File: config.mk
export PLATFORM = sky130hd
export DESIGN_NAME = ps2_key_command_scheduler
export DESIGN_NICKNAME = d
export VERILOG_FILES = /design/src/rtl/ps2_key_command_scheduler.sv
export SDC_FILE = /design/constraint.sdc
export NUM_CORES = 1
export LEC_CHECK = 0
export ABC_AREA = 1
export CELL_PAD_IN_SITES_DETAIL_PLACEMENT = 1
export CELL_PAD_IN_SITES_GLOBAL_PLACEMENT = 1
export CORE_MARGIN = 2
export CORE_UTILIZATION = 48
export CTS_CLUSTER_SIZE = 20
export DETAILED_ROUTE_END_ITERATION = 7
export GPL_TIMING_DRIVEN = 0
export PLACE_DENSITY = 0.89
export REMOVE_ABC_BUFFERS = 1
export SLEW_MARGIN = 20
export SYNTH_ARGS = -nofsm -noshare
export SYNTH_HDL_FRONTEND = slang
export SYNTH_SLANG_ARGS = --single-unit
File: constraint.sdc
create_clock -name CLOCK_50 -period 5.8 [get_ports CLOCK_50]
set_input_delay 1.16 -clock CLOCK_50 [delete_from_list [all_inputs] [get_ports CLOCK_50]]
set_output_delay 1.16 -clock CLOCK_50 [all_outputs]
set_load 0.02 [all_outputs]
File: src/rtl/ps2_key_command_scheduler.sv
// PS/2 scan-code parser -> Tetris commands, with held-key tracking, auto-repeat and a command FIFO.
// Command enters the FIFO on the edge that samples the final byte; cmd_valid/cmd_ready pop, full FIFO drops and flags overflow.
module ps2_key_command_scheduler #(
    parameter int DELAY_CYCLES  = 12500000,
    parameter int PERIOD_CYCLES = 2500000,
    parameter int FIFO_DEPTH    = 4
) (
    input  logic       CLOCK_50,
    input  logic       reset,
    input  logic [7:0] received_data,
    input  logic       received_data_en,
    input  logic       cmd_ready,
    output logic       cmd_valid,
    output logic [2:0] cmd_code,
    output logic [4:0] keys_held,
    output logic       overflow
);

    localparam int MAX_CYC = (DELAY_CYCLES > PERIOD_CYCLES) ? DELAY_CYCLES : PERIOD_CYCLES;
    localparam int CW      = $clog2(MAX_CYC + 1);
    localparam int AW      = (FIFO_DEPTH > 1) ? $clog2(FIFO_DEPTH) : 1;
    localparam int NW      = $clog2(FIFO_DEPTH + 1);
    localparam logic [CW-1:0] DELAY_TERM  = CW'(DELAY_CYCLES - 1);
    localparam logic [CW-1:0] PERIOD_TERM = CW'(PERIOD_CYCLES - 1);
    localparam logic [NW-1:0] FULL_COUNT  = NW'(FIFO_DEPTH);

    typedef enum logic [1:0] {S_IDLE, S_EXT, S_BRK, S_EXT_BRK} state_t;

    state_t          state_q, state_d;
    logic [4:0]      keys_q, keys_d;
    logic [CW-1:0]   cnt_q, cnt_d;
    logic            first_q, first_d;
    logic            pend_q, pend_d;
    logic [2:0]      pend_cmd_q, pend_cmd_d;
    logic            ovf_q, ovf_d;
    logic [AW-1:0]   wr_ptr_q, rd_ptr_q;
    logic [NW-1:0]   count_q, count_d;
    logic [2:0]      mem_q [FIFO_DEPTH];

    logic            is_ext, is_brk;
    logic            key_hit;
    logic [2:0]      key_idx;
    logic            dec_push;
    logic [2:0]      dec_cmd;
    logic            rep_vld, rep_req;
    logic [2:0]      rep_cmd;
    logic [CW-1:0]   rep_term;
    logic            push;
    logic [2:0]      push_cmd;
    logic            pop, full, wr_en;

    assign is_ext = (state_q == S_EXT) || (state_q == S_EXT_BRK);
    assign is_brk = (state_q == S_BRK) || (state_q == S_EXT_BRK);

    always_comb begin
        state_d  = state_q;
        keys_d   = keys_q;
        key_hit  = 1'b0;
        key_idx  = 3'd0;
        dec_push = 1'b0;
        dec_cmd  = 3'd0;
        if (received_data_en) begin
            if (received_data == 8'hE0) begin
                state_d = S_EXT;
            end else if (received_data == 8'hF0) begin
                if (state_q == S_IDLE) state_d = S_BRK;
                else if (state_q == S_EXT) state_d = S_EXT_BRK;
            end else begin
                state_d = S_IDLE;
                if (is_ext) begin
                    case (received_data)
                        8'h75:   begin key_hit = 1'b1; key_idx = 3'd0; end
                        8'h6B:   begin key_hit = 1'b1; key_idx = 3'd1; end
                        8'h74:   begin key_hit = 1'b1; key_idx = 3'd2; end
                        8'h72:   begin key_hit = 1'b1; key_idx = 3'd3; end
                        default: key_hit = 1'b0;
                    endcase
                end else if (received_data == 8'h29) begin
                    key_hit = 1'b1;
                    key_idx = 3'd4;
                end
                if (key_hit) begin
                    if (is_brk) begin
                        keys_d[key_idx] = 1'b0;
                    end else if (!keys_q[key_idx]) begin
                        // Typematic repeats of an already-held key are swallowed here.
                        keys_d[key_idx] = 1'b1;
                        dec_push        = 1'b1;
                        dec_cmd         = key_idx + 3'd1;
                    end
                end
            end
        end
    end

    assign rep_vld  = keys_q[1] | keys_q[2] | keys_q[3];
    assign rep_cmd  = keys_q[1] ? 3'd2 : (keys_q[2] ? 3'd3 : 3'd4);
    assign rep_term = first_q ? PERIOD_TERM : DELAY_TERM;
    assign rep_req  = rep_vld && (cnt_q == rep_term);

    always_comb begin
        cnt_d   = cnt_q + CW'(1);
        first_d = first_q;
        if ((keys_d != keys_q) || !rep_vld) begin
            cnt_d   = '0;
            first_d = 1'b0;
        end else if (rep_req) begin
            cnt_d   = '0;
            first_d = 1'b1;
        end
    end

    // Decode wins the single push slot; a colliding repeat waits one cycle in pend.
    always_comb begin
        push       = 1'b0;
        push_cmd   = 3'd0;
        pend_d     = pend_q;
        pend_cmd_d = pend_cmd_q;
        if (dec_push) begin
            push     = 1'b1;
            push_cmd = dec_cmd;
            if (rep_req) begin
                pend_d     = 1'b1;
                pend_cmd_d = rep_cmd;
            end
        end else if (pend_q) begin
            push       = 1'b1;
            push_cmd   = pend_cmd_q;
            pend_d     = rep_req;
            pend_cmd_d = rep_cmd;
        end else if (rep_req) begin
            push     = 1'b1;
            push_cmd = rep_cmd;
        end
    end

    assign pop   = (count_q != '0) && cmd_ready;
    assign full  = (count_q == FULL_COUNT);
    assign wr_en = push && (!full || pop);
    assign ovf_d = ovf_q | (push && full && !pop);

    always_comb begin
        count_d = count_q;
        if (wr_en && !pop) count_d = count_q + NW'(1);
        else if (!wr_en && pop) count_d = count_q - NW'(1);
    end

    always_ff @(posedge CLOCK_50 or posedge reset) begin
        if (reset) begin
            state_q    <= S_IDLE;
            keys_q     <= '0;
            cnt_q      <= '0;
            first_q    <= 1'b0;
            pend_q     <= 1'b0;
            pend_cmd_q <= 3'd0;
            ovf_q      <= 1'b0;
            wr_ptr_q   <= '0;
            rd_ptr_q   <= '0;
            count_q    <= '0;
        end else begin
            state_q    <= state_d;
            keys_q     <= keys_d;
            cnt_q      <= cnt_d;
            first_q    <= first_d;
            pend_q     <= pend_d;
            pend_cmd_q <= pend_cmd_d;
            ovf_q      <= ovf_d;
            count_q    <= count_d;
            if (wr_en) wr_ptr_q <= wr_ptr_q + AW'(1);
            if (pop)   rd_ptr_q <= rd_ptr_q + AW'(1);
        end
    end

    always_ff @(posedge CLOCK_50) begin
        if (wr_en) mem_q[wr_ptr_q] <= push_cmd;
    end

    assign cmd_valid = (count_q != '0);
    assign cmd_code  = cmd_valid ? mem_q[rd_ptr_q] : 3'd0;
    assign keys_held = keys_q;
    assign overflow  = ovf_q;

endmodule

Yosys cells after proc, flatten, opt, wreduce, memory -nomap -nowiden
Memories as Yosys holds them, arrays and structs flattened.
Cells that the tools add are included.
{"block": "totals", "output_inout_bits": 10, "wordCells": 125, "mem_count": 1, "register_bits": 44, "input_bits": 12, "mem_bits_rw": 12}
{"block": "classes", "reduce_logical": 24, "n_addsub": 6, "n_eq_ne": 15, "n_lt_le_gt_ge": 2, "n_mux": 61, "n_bitwise": 6}
{"memory": "mem_q", "depth": 4, "word_bits": 3, "rd": 1, "rd_clocked_by_memory_dff": 0, "wr": 1, "line": "38", "rtl": "logic [2:0] mem_q [FIFO_DEPTH];"}
{"op": "$mux 24", "count": 3}
{"op": "$mux 3", "count": 22}
{"op": "$eq 8x7->1 const B", "count": 4}
{"op": "$mux 5", "count": 6}
{"op": "$add 24x1->24 const B", "count": 1}
{"op": "$eq 24x24->1", "count": 1}
{"op": "$mux 1", "count": 23}
{"op": "$eq 8x8->1 const B", "count": 2}
{"op": "$eq 8x6->1 const B", "count": 1}
{"op": "$logic_and 1x1->1", "count": 8}
{"op": "$mux 2", "count": 4}
{"op": "$add 3x1->3 const B", "count": 2}
{"op": "$pmux 2 s3", "count": 1}
{"op": "$reduce_bool 2->1", "count": 3}
{"op": "$and 5x5->5", "count": 1}
{"op": "$ne 5x5->1", "count": 1}
{"op": "$not 5->5", "count": 1}
{"op": "$or 5x5->5", "count": 1}
{"op": "$add 2x1->2 const B", "count": 2}
{"op": "$eq 2x2->1 const B", "count": 2}
{"op": "$logic_not 1->1", "count": 4}
{"op": "$logic_or 1x1->1", "count": 4}
{"op": "$lt 3x4->1 const B", "count": 1}
{"op": "$ne 4x3->1 const B", "count": 1}
{"op": "other kinds (12)", "count": 15}

Logic depth before layout (Yosys ltp)
{"block": "depth", "word_depth": 20, "mapped_depth": 19, "mapped_depth_nobuf": 19}

Worst setup path before layout
No wires, ideal clock.
{"block": "synth_timing", "path_kind": "input to register", "startpoint": "input received_data[5]", "endpoint": "register count_q[2]", "path_slack_ns": 2.329, "path_buffers": 0, "arrival_time_ns": 3.341, "required_time_ns": 5.669, "path_stages": 17, "setup_time_ns": 0.131, "cell_sequence": "nand2_1 > nor2_1 > nand2_1 > nand2_1 > nand2_2 > nor2_4 > a21oi_1 > nand4_4 > nand3_4 > nand2_4 > inv_1 > ha_1 > inv_1 > fa_1 > a21oi_1 > o21ai_0 > xor2_1"}
{"block": "synth_via", "elab_chain_len": 19, "elab_cells_between_ends": 35, "classes_between": "eq/ne (7); mux (22); reduce/logical (6)"}
{"item": "from (decl)", "line": "10", "rtl": "input logic [7:0] received_data,"}
{"item": "$eq 8x7->1 or $eq 8x6->1 (tied branches)", "line": "71, 78"}
{"item": "$pmux 2 s3 or $mux 3 (tied branches)", "line": "71, 78"}
{"item": "$mux 3", "line": "70", "rtl": "if (is_ext) begin"}
{"item": "$mux 3", "line": "65", "rtl": "end else if (received_data == 8'hF0) begin"}
{"item": "$mux 3", "line": "63", "rtl": "if (received_data == 8'hE0) begin"}
{"item": "$mux 3", "line": "62", "rtl": "if (received_data_en) begin"}
{"item": "$bmux 1 s3", "line": "85", "rtl": "end else if (!keys_q[key_idx]) begin"}
{"item": "$mux 1 (implied by the code)", "line": "85"}
{"item": "[4 not listed]"}
{"item": "$mux 1 *", "line": "63"}
{"item": "$mux 1 *", "line": "62"}
{"item": "$mux 1 *", "line": "119", "rtl": "if (dec_push) begin"}
{"item": "$logic_and 1x1->1 *", "line": "139", "rtl": "assign wr_en = push && (!full || pop);"}
{"item": "via wr_en", "line": "50", "rtl": "logic pop, full, wr_en;"}
{"item": "$logic_not 1->1", "line": "145", "rtl": "else if (!wr_en && pop) count_d = count_q - NW'(1);"}
{"item": "$logic_and 1x1->1", "line": "145"}
{"item": "$reduce_bool 2->1 (no source line)"}
{"item": "to (signal assigned)", "line": "168", "rtl": "count_q <= count_d;"}
{"item": "to (decl)", "line": "37", "rtl": "logic [NW-1:0] count_q, count_d;"}
The timed path passes the listed nets; every way through them passes the cells marked *. The select of a mux whose other input is x is not followed.
A chain may end at the register's enable or synchronous reset.

Worst setup path after layout
{"block": "layout_timing", "startpoint": "input received_data_en", "endpoint": "register count_q[2]"}
{"block": "layout_via", "elab_chain_len": 6, "elab_cells_between_ends": 8, "classes_between": "mux (3); reduce/logical (5)"}
{"item": "from (decl)", "line": "11", "rtl": "input logic received_data_en,"}
{"item": "$mux 1 *", "line": "62"}
{"item": "$mux 1 *", "line": "119"}
{"item": "$logic_and 1x1->1 *", "line": "139"}
{"item": "via wr_en", "line": "50"}
{"item": "$logic_not 1->1", "line": "145"}
{"item": "$logic_and 1x1->1", "line": "145"}
{"item": "$reduce_bool 2->1 (no source line)"}
The timed path passes the listed nets; every way through them passes the cells marked *.

==> flow_metrics.tcl <==
set metrics [dict create \
    run_status "completed" \
    netlist_top_cells_area "sky130_fd_sc_hd__dfrtp_1 (30%), sky130_fd_sc_hd__edfxtp_1 (10%), sky130_fd_sc_hd__nand2_1 (9.6%)" \
    grt_pass1_vias 3402 \
    hold_buffers 0 \
    wirelength_met1_um 4160 \
    final.setup.tns_ps 0 \
    maxUsedRoutingLayer "met4" \
    drt_first_iter_violations 220 \
    postCtsSetupBuffers 0 \
    worst_r2r_startpoint "first_q" \
    clock.fmax_ghz 0.248 \
    netlist-cell-type-count 41 \
    stdcell_count 598 \
    grt_max_degree 29 \
    place_congestion 0.887 \
    post-synth-top-area-cell "sky130_fd_sc_hd__dfrtp_1" \
    critPathCapture "count_q[2]" \
    critical-path-top-cell-by-count "sky130_fd_sc_hd__inv_1" \
    synth_compound_gate_area_share 0.0731 \
    insertedDiodeCount 0 \
    clk_path_buf_depth 2 \
    place_area_mm2 0.00391 \
    timing_hold_violations_final 0 \
    die_ht_um 90.7 \
    maxCapViolations 0 \
    cellLeakagePower_nw 1.87 \
    slew_headroom 0.493 \
    detail_route.first_pass.iterations 4 \
    post_synth.cell_area_avg_um2 7.59 \
    fillers 939 \
    finalClockSkew_ps 13.4 \
    synth_top_area_share 0.305 \
    r2r_end "count_q[2]" \
    stdcell_area_mm2 0.00401 \
    dpl.hpwl_um 7100 \
    cp.required_ps 6010 \
    yosys.area_share.simple 0.371 \
    setup_viol 0 \
    critPathArrivalTime_ps 4240 \
    yosysSeqAreaShare 0.405 \
    synth_fa_ha_area_frac 0.0298 \
    drv_slew 0 \
    globalRouteTotalUtil 0.241 \
    floorplan.rows 31 \
    post_synth_inst_count 476 \
    layout-area-overhead-vs-synth_pct 10.9 \
    crit_start "received_data_en" \
    io_buffers 21 \
    wire_length_of_the_first_global_routing_pass_um 16300 \
    clockRootBuffer "sky130_fd_sc_hd__clkbuf_8" \
    critical_path.startpoint_type "primary input" \
    seqCellArea_mm2 0.00146 \
    yosys_warnings 0 \
    die_x_um 90.7 \
    endpoint_type_of_the_worst_setup_path "flop" \
    routed_wire_length_per_instance_um 15.4 \
    main_combinational_cell_family_by_area_after_synthesis "simple AND/OR/NAND/NOR gates" \
    drt_wl_total_um 9210 \
    setup_repair_after_global_routing_missed_its_margin "no" \
    hold_path_class "flop to flop" \
    vias_per_std_cell 5.51 \
    crit_path_cell_trace "clkdlybuf4s50_1 -> o21ai_2 -> nor2_4 -> inv_1 -> nor2_1 -> nand4_4 -> nand3_4 -> nand2_4 -> inv_1 -> ha_1 -> inv_1 -> fa_1 -> a21oi_1 -> o21ai_0 -> xor2_1" \
    number_of_drc_violations_after_detailed_routing 0 \
    grt_antenna_before_repair 0 \
    vdd_ir_drop_max_uv 150 \
    regToRegSetupSlack_ps 2850 \
    post_route_cells_drive_above_1_share 0.0701 \
    clock-sinks 56 \
    met2_wirelength_um 4640 \
    core_area_mm2 0.00725 \
    cts.repair.resized 0 \
    pwr_density_cell_mw_per_mm2 262 \
    cts_made_buffers 5 \
    synth.ff_latch_count 56 \
    start_util 0.498 \
    cts.clk_slew.worst_paths_ps 110 \
    critical-path-max-stage-delay_ps 760 \
    synth_xor_xnor_area_share 0.0340 \
    criticalPathCategory "primary input to flop" \
    die_area_mm2 0.00823 \
    num_io_pins 22 \
    multi_input_comb_area_mm2 0.00185 \
    routed-wl-met3_um 311 \
    final_period_minus_worst_setup_slack_ps 4030 \
    clock_tree_from_tritoncts "done" \
    critical_path_peak_fanout 12 \
    synth_async_sr_flop_share 0.786 \
    route.vias.total 3294 \
    placed_cells 590 \
    timing.critical_path.slowest_stage_cell "sky130_fd_sc_hd__clkdlybuf4s50_1" \
    worstMarginPinSlew_ps 759 \
    grt.overflow.total 0 \
    worstSkewPairLatency_ps 320 \
    worst-r2r-cell-count 12 \
    dominantRegCellSynth "sky130_fd_sc_hd__dfrtp_1" \
    yosys-mux-area-fraction 0.00312 \
    fin_nets 518 \
    cts.htree.levels 2 \
    mappedNetlistArea_mm2 0.00361 \
    layout_worst_path_cycle_share 0.695 \
    detail-route-antenna-nets 0 \
    synth_edf_count 12 \
]
cells in the mapped netlist, drive strengths merged, types with 4 or more instances:
| cell | count |
|---|---|
| nand2 | 99 |
| nor2 | 91 |
| inv | 67 |
| dfrtp | 44 |
| nand3 | 33 |
| nand4 | 26 |
| o21ai | 17 |
| a21oi | 16 |
| edfxtp | 12 |
| nor4 | 10 |
| xor2 | 10 |
| nor3 | 8 |
| ha | 7 |
| nand3b | 7 |
| a31oi | 5 |
| buf | 5 |
| xnor2 | 4 |
critical path, delay by kind of cell:
| kind | cells | cell delay [ps] |
|---|---|---|
| buf+inv | 4 | 1050 |
| fa+ha+maj | 2 | 510 |
| compound gates | 3 | 430 |
| simple gates | 5 | 920 |
| xor+xnor | 1 | 150 |
flip-flops by register name, summed over array words and instances, names as in the netlist:
| register | cells |
|---|---|
| state_q | 2 |
| pend_cmd_q | 3 |
| mem_q | 12 |
| cnt_q | 24 |
| count_q | 3 |
| first_q | 1 |
| keys_held | 5 |
| pend_q | 1 |
| overflow | 1 |
| wr_ptr_q | 2 |
| rd_ptr_q | 2 |
per-layer routing:
layer / track usage / vias up
met5: 0 / -
met4: 0.0436 / 0
met3: 0.0334 / 9
met2: 0.421 / 59
met1: 0.323 / 1623
li1: - / 1603
how the worst min path moves through the flow:
stage | from | end | slack (ps) | cells past startpoint
2_1_floorplan | pend_cmd_q[1] | pend_cmd_q[1] | 440 | 2
3_3_place_gp | pend_cmd_q[0] | pend_cmd_q[0] | 460 | 2
6_report | pend_cmd_q[0] | pend_cmd_q[0] | 490 | 2
3_5_place_dp | pend_cmd_q[0] | pend_cmd_q[0] | 470 | 2
5_1_grt | pend_cmd_q[0] | pend_cmd_q[0] | 520 | 2
4_1_cts | pend_cmd_q[0] | pend_cmd_q[0] | 490 | 2
cells in the final DEF, fill, tap and decap left out, types with 5 or more instances in the layout:
cell,instances
sky130_fd_sc_hd__inv_1,65
sky130_fd_sc_hd__xor2_1,10
sky130_fd_sc_hd__ha_1,7
sky130_fd_sc_hd__nor2_1,87
sky130_fd_sc_hd__nand2_1,92
sky130_fd_sc_hd__a31oi_1,5
sky130_fd_sc_hd__nor4_1,9
sky130_fd_sc_hd__edfxtp_1,12
sky130_fd_sc_hd__nor3_1,7
sky130_fd_sc_hd__nand3_1,32
sky130_fd_sc_hd__clkbuf_8,5
sky130_fd_sc_hd__dfrtp_1,44
sky130_fd_sc_hd__a21oi_1,14
sky130_fd_sc_hd__clkdlybuf4s50_1,21
sky130_fd_sc_hd__nand4_1,25
sky130_fd_sc_hd__nand3b_1,7
sky130_fd_sc_hd__o21ai_0,15
logic make-up after synthesis:
logic type                 Yosys count
adders and majority gates            8
DFF                                 56
AOI/OAI and AO/OA                   44
muxes                                1
and+or+nand+nor                    279
buffers and inverters               74
xor gates and xnor gates            14
through the flow:
step	hold slack (ps)	util	worst slack [ps]	total power [mW]
2_1_floorplan	442	-	2330	0.721
3_3_place_gp	457	0.537	1540	0.812
3_5_place_dp	467	0.540	1420	0.834
4_1_cts	492	0.552	1750	1.06
5_1_grt	522	0.552	1540	1.12
6_report	489	0.552	1770	1.05
report_power, final:
group          switching, mW  total (mW)  internal [mW]
combinational          0.185       0.316          0.131
sequential            0.0591       0.507          0.448
clock                  0.138       0.225         0.0871
cell type report:
| type | count | area share |
|---|---|---|
| Multi-Input combinational cell | 346 | 0.461 |
| Timing Repair Buffer | 22 | 0.0575 |
| Clock inverter | 3 | 0.00562 |
| Sequential cell | 56 | 0.365 |
| Clock buffer | 5 | 0.0172 |
| Inverter | 67 | 0.0628 |
| Tap cell | 99 | 0.0309 |
Note: power is estimated with default switching activity, not from simulation.
==> RTL edit, RTL diff (config.mk and constraints unchanged) <==
`keys_q` no longer has a reset.
--- a/src/rtl/ps2_key_command_scheduler.sv
+++ b/src/rtl/ps2_key_command_scheduler.sv
@@ -148,7 +148,6 @@
     always_ff @(posedge CLOCK_50 or posedge reset) begin
         if (reset) begin
             state_q    <= S_IDLE;
-            keys_q     <= '0;
             cnt_q      <= '0;
             first_q    <= 1'b0;
             pend_q     <= 1'b0;
@@ -159,7 +158,6 @@
             count_q    <= '0;
         end else begin
             state_q    <= state_d;
-            keys_q     <= keys_d;
             cnt_q      <= cnt_d;
             first_q    <= first_d;
             pend_q     <= pend_d;
@@ -169,6 +167,10 @@
             if (wr_en) wr_ptr_q <= wr_ptr_q + AW'(1);
             if (pop)   rd_ptr_q <= rd_ptr_q + AW'(1);
         end
+    end
+
+    always_ff @(posedge CLOCK_50) begin
+        keys_q <= keys_d;
     end
 
     always_ff @(posedge CLOCK_50) begin
Formal check against the unedited RTL: not equivalent (a bounded check fails within 4 cycles, from zero or initial values and one cycle with reset high).
==> RTL edit against the original RTL <==
Worst setup slack worse by 16 ps. Synthesized area down 0.69%. Power about the same. Cell area down 0.44%. Utilization down 0.24 points. Combinational power about the same. Sequential power about the same. Routed wire length up 0.82%. Sequential cell count unchanged. Global-route usage up 0.10 points.
==> RTL edit: results (changes against the original RTL) <==
Synth Area in XOR/XNOR 0.0342 (+0.000237); clock-cell share of area 0.0229 (+0.000100); Place WS 1440 ps (+23.1 ps); leakage power 1.87 nW (-0.31%); CP max FO 10 (-2); largest net degree at the start of global routing 26 (-10%); DR iter-0 viols 158 (-28%); filler cell count 963 (+2.6%); yosys warns 0 (unchanged); router iterations before antenna repair 5 (+1); post-synthesis adder-cell area fraction 0.0300 (+0.000208); outcome completed; fraction of area in registers 0.360 (-0.00467); Sequential cell area 1440 um2 (-1.7%); mux contribution to synthesized area 0.00314 (+0.0000218); seq_cells 56 (unchanged); Vias 3278 (-0.49%); worst vdd ir 0.138 mV (-7.9%); buffer share of cell area 0.0596 (+0.00214); Top reg by flops cnt_q; Final GP Congestion 0.866 (-2.4%); vias in the first global route 3476 (+2.2%); wire per inst 15.5 um (+0.82%); async set-reset flop share out of synthesis 0.696 (-0.0893); Area after DPL 3900 um2 (-0.45%); first-pass GRT wire length 16300 um (-0.17%); clock skew 6.25 ps (-7.16 ps); CP top delay family simple AND/OR/NAND/NOR gates; aggregate global-route resource usage 0.242 (+0.00105); fraction of area in multi-input gates 0.463 (+0.00203); worst slew pin tran 719 ps (-39.4 ps); most frequent cells after synthesis 92 x nand2_1, 87 x nor2_1, 66 x inv_1; complex-gate fraction of the synthesized area 0.0736 (+0.000510); largest stage delay on the critical path 480 ps (-280 ps); Yosys cell types 42 (+2.4%); WP data arrival 4250 ps (about the same); post-DP HPWL 7010 um (-1.4%); ranking of synthesized cells by area dfrtp_1 27%, edfxtp_1 10%, nand2_1 9.6%; sequential area share after synthesis 0.401 (-0.00415)
[RTL edit: metal layers]
layer | vias to the layer above | GRT usage | part of all wire
li1 | 1607 | - | -
met1 | 1608 | 0.316 | 0.46
met2 | 54 | 0.427 | 0.50
met3 | 9 | 0.0326 | 0.027
met4 | 0 | 0.0590 | 0.012
met5 | - | 0 | 0
[RTL edit: cells by family after synthesis]
logic type                 Yosys count
DFF                                 56
xor gates and xnor gates            14
AOI/OAI and AO/OA                   44
muxes                                1
and+or+nand+nor                    279
adders and majority gates            8
buffers and inverters               74
[RTL edit: worst register-to-register path: cells and delay by family (launching register included)]
| family | cells | cell delay, ps |
|---|---|---|
| buffers and inverters | 4 | 340 |
| adder cells (fa/ha/maj) | 2 | 610 |
| AND/OR/NAND/NOR | 7 | 1150 |
| AO/OA/AOI/OAI | 1 | 120 |
| multiplexers | 1 | 280 |
| flip-flops | 1 | 420 |
[RTL edit: per-stage QoR]
stage	hold WS (ps)	utilization
3_5_place_dp	467	0.537
6_report	494	0.550
5_1_grt	522	0.550
2_1_floorplan	442	-
3_3_place_gp	459	0.533
4_1_cts	496	0.550
[RTL edit: worst paths after layout]
kind | from | to | slack (ps) | cells after the start
max | received_data[7] | count_q[2] | 1750 | 19
min | overflow | overflow | 490 | 1
max reg2reg | state_q[0] | count_q[1] | 2780 | 15
min reg2reg | overflow | overflow | 490 | 1
max in group asynchronous | reset | pend_q | 4150 | 3
min in group asynchronous | reset | count_q[2] | 1180 | 2
[RTL edit: power breakdown]
group / switching [W] / internal [W]
Combinational: 0.000185 / 0.000132
Clock: 0.000140 / 0.0000871
Sequential: 0.0000584 / 0.000448
